--- config.mk ---
export PLATFORM = sky130hd
export DESIGN_NAME = game_flow_ctrl_flat
export DESIGN_NICKNAME = d
export VERILOG_FILES = /design/src/rtl/game_flow_ctrl_pkg.sv /design/src/rtl/game_flow_ctrl_if.sv /design/src/rtl/game_flow_ctrl_tick_divider.sv /design/src/rtl/game_flow_ctrl.sv /design/src/flat_wrapper.sv
export SDC_FILE = /design/constraint.sdc
export NUM_CORES = 1
export LEC_CHECK = 0
export CAP_MARGIN = 20
export CELL_PAD_IN_SITES_DETAIL_PLACEMENT = 0
export CELL_PAD_IN_SITES_GLOBAL_PLACEMENT = 1
export CORE_UTILIZATION = 33
export DETAILED_ROUTE_END_ITERATION = 10
export GPL_TIMING_DRIVEN = 0
export PLACE_DENSITY_LB_ADDON = 0.1
export SYNTH_ARGS = -nofsm -noshare
export SYNTH_HDL_FRONTEND = slang
export SYNTH_SLANG_ARGS = --single-unit
--- constraint.sdc ---
create_clock -name clk_i -period 2.9 [get_ports clk_i]
set_input_delay 0.58 -clock clk_i [delete_from_list [all_inputs] [get_ports clk_i]]
set_output_delay 0.58 -clock clk_i [all_outputs]
set_load 0.02 [all_outputs]
--- src/rtl/game_flow_ctrl_pkg.sv ---
// Shared types and constants for the game flow sequencer: state encodings,
// default point values, the lives type and a saturating score adder.
package game_flow_ctrl_pkg;

  typedef enum logic [2:0] {
    ST_ATTRACT = 3'd0,
    ST_READY   = 3'd1,
    ST_PLAY    = 3'd2,
    ST_DYING   = 3'd3,
    ST_CLEAR   = 3'd4,
    ST_OVER    = 3'd5
  } state_e;

  typedef logic [2:0] lives_t;

  localparam int unsigned PELLET_PTS_DEF = 10;
  localparam int unsigned POWER_PTS_DEF  = 50;
  localparam int unsigned GHOST_PTS_DEF  = 200;

  // Score never wraps; anything past 16'hFFFF pins at the top.
  function automatic logic [15:0] sat_add16(input logic [15:0] base, input logic [17:0] inc);
    logic [17:0] sum;
    sum = {2'b00, base} + inc;
    return (sum > 18'h0FFFF) ? 16'hFFFF : sum[15:0];
  endfunction

endpackage

--- src/rtl/game_flow_ctrl_if.sv ---
// Event inputs and status outputs of the game flow sequencer, bundled so the
// top level can route them between crash checker, movers and display.
interface game_flow_ctrl_if;
  import game_flow_ctrl_pkg::*;

  logic        tick;
  logic        start;
  logic        crash;
  logic        pellet_eaten;
  logic        power_eaten;
  logic        maze_empty;

  state_e      state;
  logic        pac_move_en;
  logic        ghost_move_en;
  logic        frightened;
  logic        respawn;
  logic        ghost_home;
  lives_t      lives;
  logic [3:0]  level;
  logic [15:0] score;
  logic        over;

  modport master (
    output tick, start, crash, pellet_eaten, power_eaten, maze_empty,
    input  state, pac_move_en, ghost_move_en, frightened, respawn,
           ghost_home, lives, level, score, over
  );

  modport slave (
    input  tick, start, crash, pellet_eaten, power_eaten, maze_empty,
    output state, pac_move_en, ghost_move_en, frightened, respawn,
           ghost_home, lives, level, score, over
  );

endinterface

--- src/rtl/game_flow_ctrl_tick_divider.sv ---
// Frame-tick divider producing a registered one-cycle movement strobe every
// DIV ticks (2*DIV when div_sel_i is high); held at zero while disabled.
module game_flow_ctrl_tick_divider #(
  parameter int unsigned DIV = 2
) (
  input  logic clk_i,
  input  logic rst_ni,
  input  logic en_i,
  input  logic tick_i,
  input  logic div_sel_i,
  output logic strobe_o
);

  localparam logic [15:0] LIM_NORM = 16'(DIV);
  localparam logic [15:0] LIM_SLOW = 16'(2 * DIV);

  logic [15:0] cnt_q, cnt_d;
  logic [15:0] limit;
  logic        strobe_q, strobe_d;

  // Compare with >= so a limit that shrinks mid-count still wraps cleanly.
  always_comb begin
    cnt_d    = cnt_q;
    strobe_d = 1'b0;
    limit    = div_sel_i ? LIM_SLOW : LIM_NORM;
    if (!en_i) begin
      cnt_d = '0;
    end else if (tick_i) begin
      if (cnt_q + 16'd1 >= limit) begin
        cnt_d    = '0;
        strobe_d = 1'b1;
      end else begin
        cnt_d = cnt_q + 16'd1;
      end
    end
  end

  always_ff @(posedge clk_i or negedge rst_ni) begin
    if (!rst_ni) begin
      cnt_q    <= '0;
      strobe_q <= 1'b0;
    end else begin
      cnt_q    <= cnt_d;
      strobe_q <= strobe_d;
    end
  end

  assign strobe_o = strobe_q;

endmodule

--- src/rtl/game_flow_ctrl.sv ---
// Pacman round sequencer: owns attract/ready/play/dying/clear/over flow,
// score, lives, level, frightened mode and the movement enables.
module game_flow_ctrl
  import game_flow_ctrl_pkg::*;
#(
  parameter lives_t      LIVES_INIT   = 3'd3,
  parameter int unsigned READY_TICKS  = 120,
  parameter int unsigned DYING_TICKS  = 90,
  parameter int unsigned FRIGHT_TICKS = 360,
  parameter int unsigned PAC_DIV      = 2,
  parameter int unsigned GHOST_DIV    = 3,
  parameter int unsigned PELLET_PTS   = PELLET_PTS_DEF,
  parameter int unsigned POWER_PTS    = POWER_PTS_DEF,
  parameter int unsigned GHOST_PTS    = GHOST_PTS_DEF
) (
  input logic             clk_i,
  input logic             rst_ni,
  game_flow_ctrl_if.slave bus
);

  state_e      state_q;
  logic [15:0] tick_cnt_q;
  logic [15:0] fright_cnt_q;
  logic [15:0] score_q;
  lives_t      lives_q;
  logic [3:0]  level_q;
  logic        frightened_q;
  logic        over_q;
  logic        respawn_q;
  logic        ghost_home_q;
  logic        crash_prev_q;
  logic        start_prev_q;

  logic        crash_rise;
  logic        start_rise;
  logic        ready_done;
  logic        dying_done;
  logic        play_en;
  logic [17:0] score_inc;
  logic [15:0] score_d;
  logic        pac_strobe;
  logic        ghost_strobe;

  always_comb begin
    crash_rise = bus.crash & ~crash_prev_q;
    start_rise = bus.start & ~start_prev_q;
    play_en    = (state_q == ST_PLAY);
    ready_done = bus.tick && (tick_cnt_q == 16'(READY_TICKS - 1));
    dying_done = bus.tick && (tick_cnt_q == 16'(DYING_TICKS - 1));
    score_inc  = '0;
    if (bus.pellet_eaten) score_inc = score_inc + 18'(PELLET_PTS);
    if (bus.power_eaten)  score_inc = score_inc + 18'(POWER_PTS);
    if (crash_rise && frightened_q) score_inc = score_inc + 18'(GHOST_PTS);
    score_d = sat_add16(score_q, score_inc);
  end

  // Every state change clears tick_cnt_q, so the tick that causes a
  // transition is never counted toward the next state's duration.
  always_ff @(posedge clk_i or negedge rst_ni) begin
    if (!rst_ni) begin
      state_q      <= ST_ATTRACT;
      tick_cnt_q   <= '0;
      fright_cnt_q <= '0;
      score_q      <= '0;
      lives_q      <= LIVES_INIT;
      level_q      <= '0;
      frightened_q <= 1'b0;
      over_q       <= 1'b0;
      respawn_q    <= 1'b0;
      ghost_home_q <= 1'b0;
      crash_prev_q <= 1'b0;
      start_prev_q <= 1'b0;
    end else begin
      respawn_q    <= 1'b0;
      ghost_home_q <= 1'b0;
      crash_prev_q <= bus.crash;
      start_prev_q <= bus.start;

      case (state_q)
        ST_ATTRACT: begin
          if (start_rise) begin
            score_q      <= '0;
            lives_q      <= LIVES_INIT;
            level_q      <= '0;
            frightened_q <= 1'b0;
            fright_cnt_q <= '0;
            respawn_q    <= 1'b1;
            tick_cnt_q   <= '0;
            state_q      <= ST_READY;
          end
        end

        ST_READY: begin
          if (ready_done) begin
            tick_cnt_q <= '0;
            state_q    <= ST_PLAY;
          end else if (bus.tick) begin
            tick_cnt_q <= tick_cnt_q + 16'd1;
          end
        end

        ST_PLAY: begin
          score_q <= score_d;
          if (bus.power_eaten) begin
            frightened_q <= 1'b1;
            fright_cnt_q <= 16'(FRIGHT_TICKS);
          end else if (frightened_q && bus.tick) begin
            if (fright_cnt_q <= 16'd1) begin
              frightened_q <= 1'b0;
              fright_cnt_q <= '0;
            end else begin
              fright_cnt_q <= fright_cnt_q - 16'd1;
            end
          end

          if (crash_rise && frightened_q) begin
            ghost_home_q <= 1'b1;
          end

          // A fatal crash outranks both a same-cycle power pellet and maze_empty.
          if (crash_rise && !frightened_q) begin
            if (lives_q != '0) lives_q <= lives_q - 3'd1;
            frightened_q <= 1'b0;
            fright_cnt_q <= '0;
            tick_cnt_q   <= '0;
            state_q      <= ST_DYING;
          end else if (bus.maze_empty) begin
            tick_cnt_q <= '0;
            state_q    <= ST_CLEAR;
          end
        end

        ST_DYING: begin
          if (dying_done) begin
            tick_cnt_q <= '0;
            if (lives_q == '0) begin
              over_q  <= 1'b1;
              state_q <= ST_OVER;
            end else begin
              respawn_q <= 1'b1;
              state_q   <= ST_READY;
            end
          end else if (bus.tick) begin
            tick_cnt_q <= tick_cnt_q + 16'd1;
          end
        end

        ST_CLEAR: begin
          if (ready_done) begin
            if (level_q != 4'hF) level_q <= level_q + 4'd1;
            frightened_q <= 1'b0;
            fright_cnt_q <= '0;
            respawn_q    <= 1'b1;
            tick_cnt_q   <= '0;
            state_q      <= ST_READY;
          end else if (bus.tick) begin
            tick_cnt_q <= tick_cnt_q + 16'd1;
          end
        end

        ST_OVER: begin
          over_q <= 1'b1;
          if (start_rise) begin
            over_q     <= 1'b0;
            tick_cnt_q <= '0;
            state_q    <= ST_ATTRACT;
          end
        end

        default: begin
          over_q     <= 1'b0;
          tick_cnt_q <= '0;
          state_q    <= ST_ATTRACT;
        end
      endcase
    end
  end

  game_flow_ctrl_tick_divider #(.DIV(PAC_DIV)) u_pac_div (
    .clk_i     (clk_i),
    .rst_ni    (rst_ni),
    .en_i      (play_en),
    .tick_i    (bus.tick),
    .div_sel_i (1'b0),
    .strobe_o  (pac_strobe)
  );

  game_flow_ctrl_tick_divider #(.DIV(GHOST_DIV)) u_ghost_div (
    .clk_i     (clk_i),
    .rst_ni    (rst_ni),
    .en_i      (play_en),
    .tick_i    (bus.tick),
    .div_sel_i (frightened_q),
    .strobe_o  (ghost_strobe)
  );

  assign bus.state         = state_q;
  assign bus.pac_move_en   = pac_strobe;
  assign bus.ghost_move_en = ghost_strobe;
  assign bus.frightened    = frightened_q;
  assign bus.respawn       = respawn_q;
  assign bus.ghost_home    = ghost_home_q;
  assign bus.lives         = lives_q;
  assign bus.level         = level_q;
  assign bus.score         = score_q;
  assign bus.over          = over_q;

endmodule

--- src/flat_wrapper.sv ---
// flat-port wrapper written by rule: the top's interface ports become plain ports
module game_flow_ctrl_flat import game_flow_ctrl_pkg::*;
#(
  parameter lives_t      LIVES_INIT   = 3'd3,
  parameter int unsigned READY_TICKS  = 120,
  parameter int unsigned DYING_TICKS  = 90,
  parameter int unsigned FRIGHT_TICKS = 360,
  parameter int unsigned PAC_DIV      = 2,
  parameter int unsigned GHOST_DIV    = 3,
  parameter int unsigned PELLET_PTS   = PELLET_PTS_DEF,
  parameter int unsigned POWER_PTS    = POWER_PTS_DEF,
  parameter int unsigned GHOST_PTS    = GHOST_PTS_DEF
)
  (clk_i, rst_ni, bus_tick, bus_start, bus_crash, bus_pellet_eaten, bus_power_eaten, bus_maze_empty, bus_state, bus_pac_move_en, bus_ghost_move_en, bus_frightened, bus_respawn, bus_ghost_home, bus_lives, bus_level, bus_score, bus_over);
  game_flow_ctrl_if bus_i ();
  input logic clk_i;
  input logic rst_ni;
  input wire logic [$bits(bus_i.tick)-1:0] bus_tick;
  input wire logic [$bits(bus_i.start)-1:0] bus_start;
  input wire logic [$bits(bus_i.crash)-1:0] bus_crash;
  input wire logic [$bits(bus_i.pellet_eaten)-1:0] bus_pellet_eaten;
  input wire logic [$bits(bus_i.power_eaten)-1:0] bus_power_eaten;
  input wire logic [$bits(bus_i.maze_empty)-1:0] bus_maze_empty;
  output wire logic [$bits(bus_i.state)-1:0] bus_state;
  output wire logic [$bits(bus_i.pac_move_en)-1:0] bus_pac_move_en;
  output wire logic [$bits(bus_i.ghost_move_en)-1:0] bus_ghost_move_en;
  output wire logic [$bits(bus_i.frightened)-1:0] bus_frightened;
  output wire logic [$bits(bus_i.respawn)-1:0] bus_respawn;
  output wire logic [$bits(bus_i.ghost_home)-1:0] bus_ghost_home;
  output wire logic [$bits(bus_i.lives)-1:0] bus_lives;
  output wire logic [$bits(bus_i.level)-1:0] bus_level;
  output wire logic [$bits(bus_i.score)-1:0] bus_score;
  output wire logic [$bits(bus_i.over)-1:0] bus_over;
  assign bus_i.tick = bus_tick;
  assign bus_i.start = bus_start;
  assign bus_i.crash = bus_crash;
  assign bus_i.pellet_eaten = bus_pellet_eaten;
  assign bus_i.power_eaten = bus_power_eaten;
  assign bus_i.maze_empty = bus_maze_empty;
  assign bus_state = bus_i.state;
  assign bus_pac_move_en = bus_i.pac_move_en;
  assign bus_ghost_move_en = bus_i.ghost_move_en;
  assign bus_frightened = bus_i.frightened;
  assign bus_respawn = bus_i.respawn;
  assign bus_ghost_home = bus_i.ghost_home;
  assign bus_lives = bus_i.lives;
  assign bus_level = bus_i.level;
  assign bus_score = bus_i.score;
  assign bus_over = bus_i.over;
  game_flow_ctrl #(.LIVES_INIT(LIVES_INIT), .READY_TICKS(READY_TICKS), .DYING_TICKS(DYING_TICKS), .FRIGHT_TICKS(FRIGHT_TICKS), .PAC_DIV(PAC_DIV), .GHOST_DIV(GHOST_DIV), .PELLET_PTS(PELLET_PTS), .POWER_PTS(POWER_PTS), .GHOST_PTS(GHOST_PTS)) u_core (.clk_i(clk_i), .rst_ni(rst_ni), .bus(bus_i));
endmodule
==> impl_metrics.tcl <==
set metrics [dict create \
    status "completed" \
    synthXorXnorAreaFrac 0.0388 \
    power_frac_seq 0.325 \
    gr-total-overflow 0 \
    syn-num-nets 643 \
    vdd_drop_max_mv 0.436 \
    hold_slack_ns 0.295 \
    ys_top_cells_by_count "dfrtp_1 (96), nor2_1 (54), nand2_1 (52)" \
    hold_violations 0 \
    yosysUniqueCellTypes 70 \
    fin_skew_ns 0.00891 \
    post-route-util 0.406 \
    yosysMostFrequentCell "dfrtp_1" \
    synthTopCellsByArea "dfrtp_1 (43%), ha_1 (5.3%), nor2_1 (3.6%), nand2_1 (3.5%), nand3_1 (3.0%)" \
    clk_pin_slew_ns 0.07 \
    path_cells "clkdlybuf4s50_1, nand3b_1, buf_4, xnor2_2, ha_1, nand3_1, a21oi_2, o21ai_4, a2111o_1, clkbuf_4, o211ai_1" \
    slowest_delay_ns 0.54 \
    endpoint_kind "flip-flop" \
    cp_data_arrival_time_ns 3.00 \
    synth_top_family_by_area "simple AND/OR/NAND/NOR gates" \
    drt-initial-drc-count 237 \
    setup_viol 0 \
    gp_congestion 0.790 \
    grt_use_met2 0.258 \
    path_class "input pin to flip-flop" \
    nFillCells 1612 \
    netlist_instances 610 \
    power_switching_mw 2.26 \
    drc 0 \
    drv_slew 0 \
    clk_latency_ns 0.35 \
    dpl_worst_slack_ns -0.925 \
    diodes 0 \
    die_w_um 133 \
    synth_compound_area_frac 0.156 \
    startpoint_type "input pin" \
    synth-adder-area-share 0.0567 \
    crit_required_ns 3.16 \
    synth_area_per_cell_um2 9.26 \
    fin_crit_sh 0.945 \
    vias 4644 \
    tightest_slew_ns 0.955 \
    drt_pre_antenna_iters 4 \
    clock-sinks 98 \
    start_util 0.339 \
    netSwitchingFraction 0.407 \
    vias_per_cell 5.24 \
    grt_util_met1 0.232 \
    pwr-share-comb 0.446 \
    drt_wl_total_mm 13.9 \
    yosysWarnings 0 \
    ys_seq_area_frac 0.435 \
    cts_tree "yes" \
    ant_nets 0 \
    clock_path_buffers 2 \
    place_area_um2 6330 \
    grt_pass1_wl_mm 23.5 \
    fp-row-count 47 \
    place_inst 870 \
    worstPathMaxFanout 10 \
    max_freq_mhz 365 \
    clock_power_share 0.230 \
    synth.mux.area_fraction 0.0148 \
    io_pins 40 \
    first_global_vias 4554 \
    cts-root-buf "clkbuf_16" \
    r2r_start "u_core.bus.state[1]" \
    dp_hpwl_mm 9.80 \
    grtUsageMet3 0.0284 \
    crit_start "bus_crash" \
    finalWorstPathRequiredPeriod_ns 2.74 \
    numCtsBuffers 9 \
    synthToLayoutAreaGrowth_pct 19.5 \
    p_per_area_nw_per_um2 824 \
    port-buffer-count 38 \
    r2r_setup_slack_ns 0.22 \
    synth_area_um2 5650 \
    leakagePower_nw 3.00 \
    synth_area_leader_cell "dfrtp_1" \
    synth-edff-count 0 \
    grt_antenna_before_repair 0 \
    slew_headroom 0.362 \
    hold_path.class "input pin to async pin" \
    multi_input_area_um2 3090 \
    finalWorstSetupSlack_ns 0.160 \
    synthSimpleGateAreaFrac 0.266 \
    slowest_stage "clkdlybuf4s50_1" \
    synthArstFlopShare 1.00 \
    ys.flop_type "dfrtp_1" \
    busiest_layer "met2" \
    seq_area_um2 2450 \
    grt_usage 0.167 \
    rsz0062_at_grt "false" \
    grt_max_degree 54 \
    p_int_mw 3.30 \
    fin_area_um2 6750 \
    post_drt_wl_per_cell_um 15.7 \
    synth_top_area_share 0.425 \
    drive_gt1_frac 0.0855 \
    stdcell_count 887 \
    die_area_um2 17600 \
    drv_cap 0 \
    h-tree-depth 3 \
    ys_seq_elements 98 \
    final_nets 696 \
    fp.dieH_um 133 \
    core_area_um2 16600 \
]
[per-stage QoR]
step,power [mW],setup TNS [ns]
final,5.56,0
after global routing,5.98,0
after CTS,5.60,0
after detailed placement,4.27,-20.78
after global placement,4.24,-280.89
after floorplan,3.47,0
[layout by cell type, fill, tap and decap left out, types with 11 or more instances in the layout]
cell | netlist | final
ha_1 | 24 | 24
nand2b_1 | 12 | 12
clkbuf_1 | 15 | 14
o21ai_1 | 15 | 17
a21oi_1 | 19 | 15
nand2_1 | 52 | 52
clkdlybuf4s50_1 | 0 | 35
nand4_1 | 13 | 13
xor2_1 | 15 | 15
dfrtp_1 | 96 | 96
nor3_1 | 25 | 23
nand3_1 | 34 | 33
and2_1 | 27 | 27
inv_1 | 24 | 24
o21ai_0 | 24 | 21
nor2_1 | 54 | 53
and3_1 | 11 | 11
[metal layers]
metal	wire length, um	vias to the layer above
li1	-	2326
met1	6990	2244
met2	6280	62
met3	449	12
met4	197	0
met5	0	-
[registers in the layout, indices dropped and copies added (netlist names), 3 cells and up]
signal                    count
u_core.tick_cnt_q            16
u_core.bus.level              4
u_core.fright_cnt_q          16
u_core.bus.state              3
u_core.u_pac_div.cnt_q       16
u_core.bus.score             16
u_core.u_ghost_div.cnt_q     16
u_core.bus.lives              3
[power groups by stage]
stage / Clock, mW / Combinational, mW / Sequential, mW
after floorplan: 0 / 1.54 / 1.92
after global placement: 0 / 2.42 / 1.82
after detailed placement: 0 / 2.44 / 1.83
after CTS: 1.32 / 2.48 / 1.81
after global routing: 1.37 / 2.77 / 1.84
final: 1.28 / 2.48 / 1.81
[timing repair]
item	in CTS	in global routing
buffers inserted	1	2
pin swaps	0	5
setup endpoints to repair	28	37
hold buffers	0	0
gates resized for setup	13	14
gates cloned	0	0
[path summary, 6_finish.rpt]
kind | cells past startpoint | to
setup / recovery | 11 | u_core.bus.score[2]
hold / removal | 1 | u_core.u_ghost_div.cnt_q[4]
setup reg to reg | 6 | u_core.bus.score[2]
hold reg to reg | 2 | u_core.bus.score[0]
max in group asynchronous | 2 | u_core.start_prev_q
min in group clk_i | 2 | u_core.bus.score[0]
[worst max-delay path, delay by kind of cell]
kind            cells  cell delay, ns
compound gates      4            0.84
buf+inv             3            0.94
simple gates        2            0.21
xor+xnor            1            0.15
fa+ha+maj           1            0.29
[logic make-up (layout without fill, tap and decap cells)]
family / Yosys count / in the layout
AOI/OAI and AO/OA: 128 / 128
xor gates and xnor gates: 25 / 25
adders and majority gates: 25 / 25
buffers and inverters: 46 / 103
DFF: 98 / 98
muxes: 8 / 8
and+or+nand+nor: 280 / 280
[area by class of cell]
| type | count | share of cell area |
|---|---|---|
| tap | 220 | 0.0408 |
| buffer | 21 | 0.0143 |
| inverter | 24 | 0.0133 |
| timing repair buffer | 43 | 0.0638 |
| sequential | 98 | 0.364 |
| clock inverter | 5 | 0.0119 |
| clock buffer | 10 | 0.0339 |
| multi-input combinational | 466 | 0.458 |
Note: power is estimated with default switching activity, not from simulation.
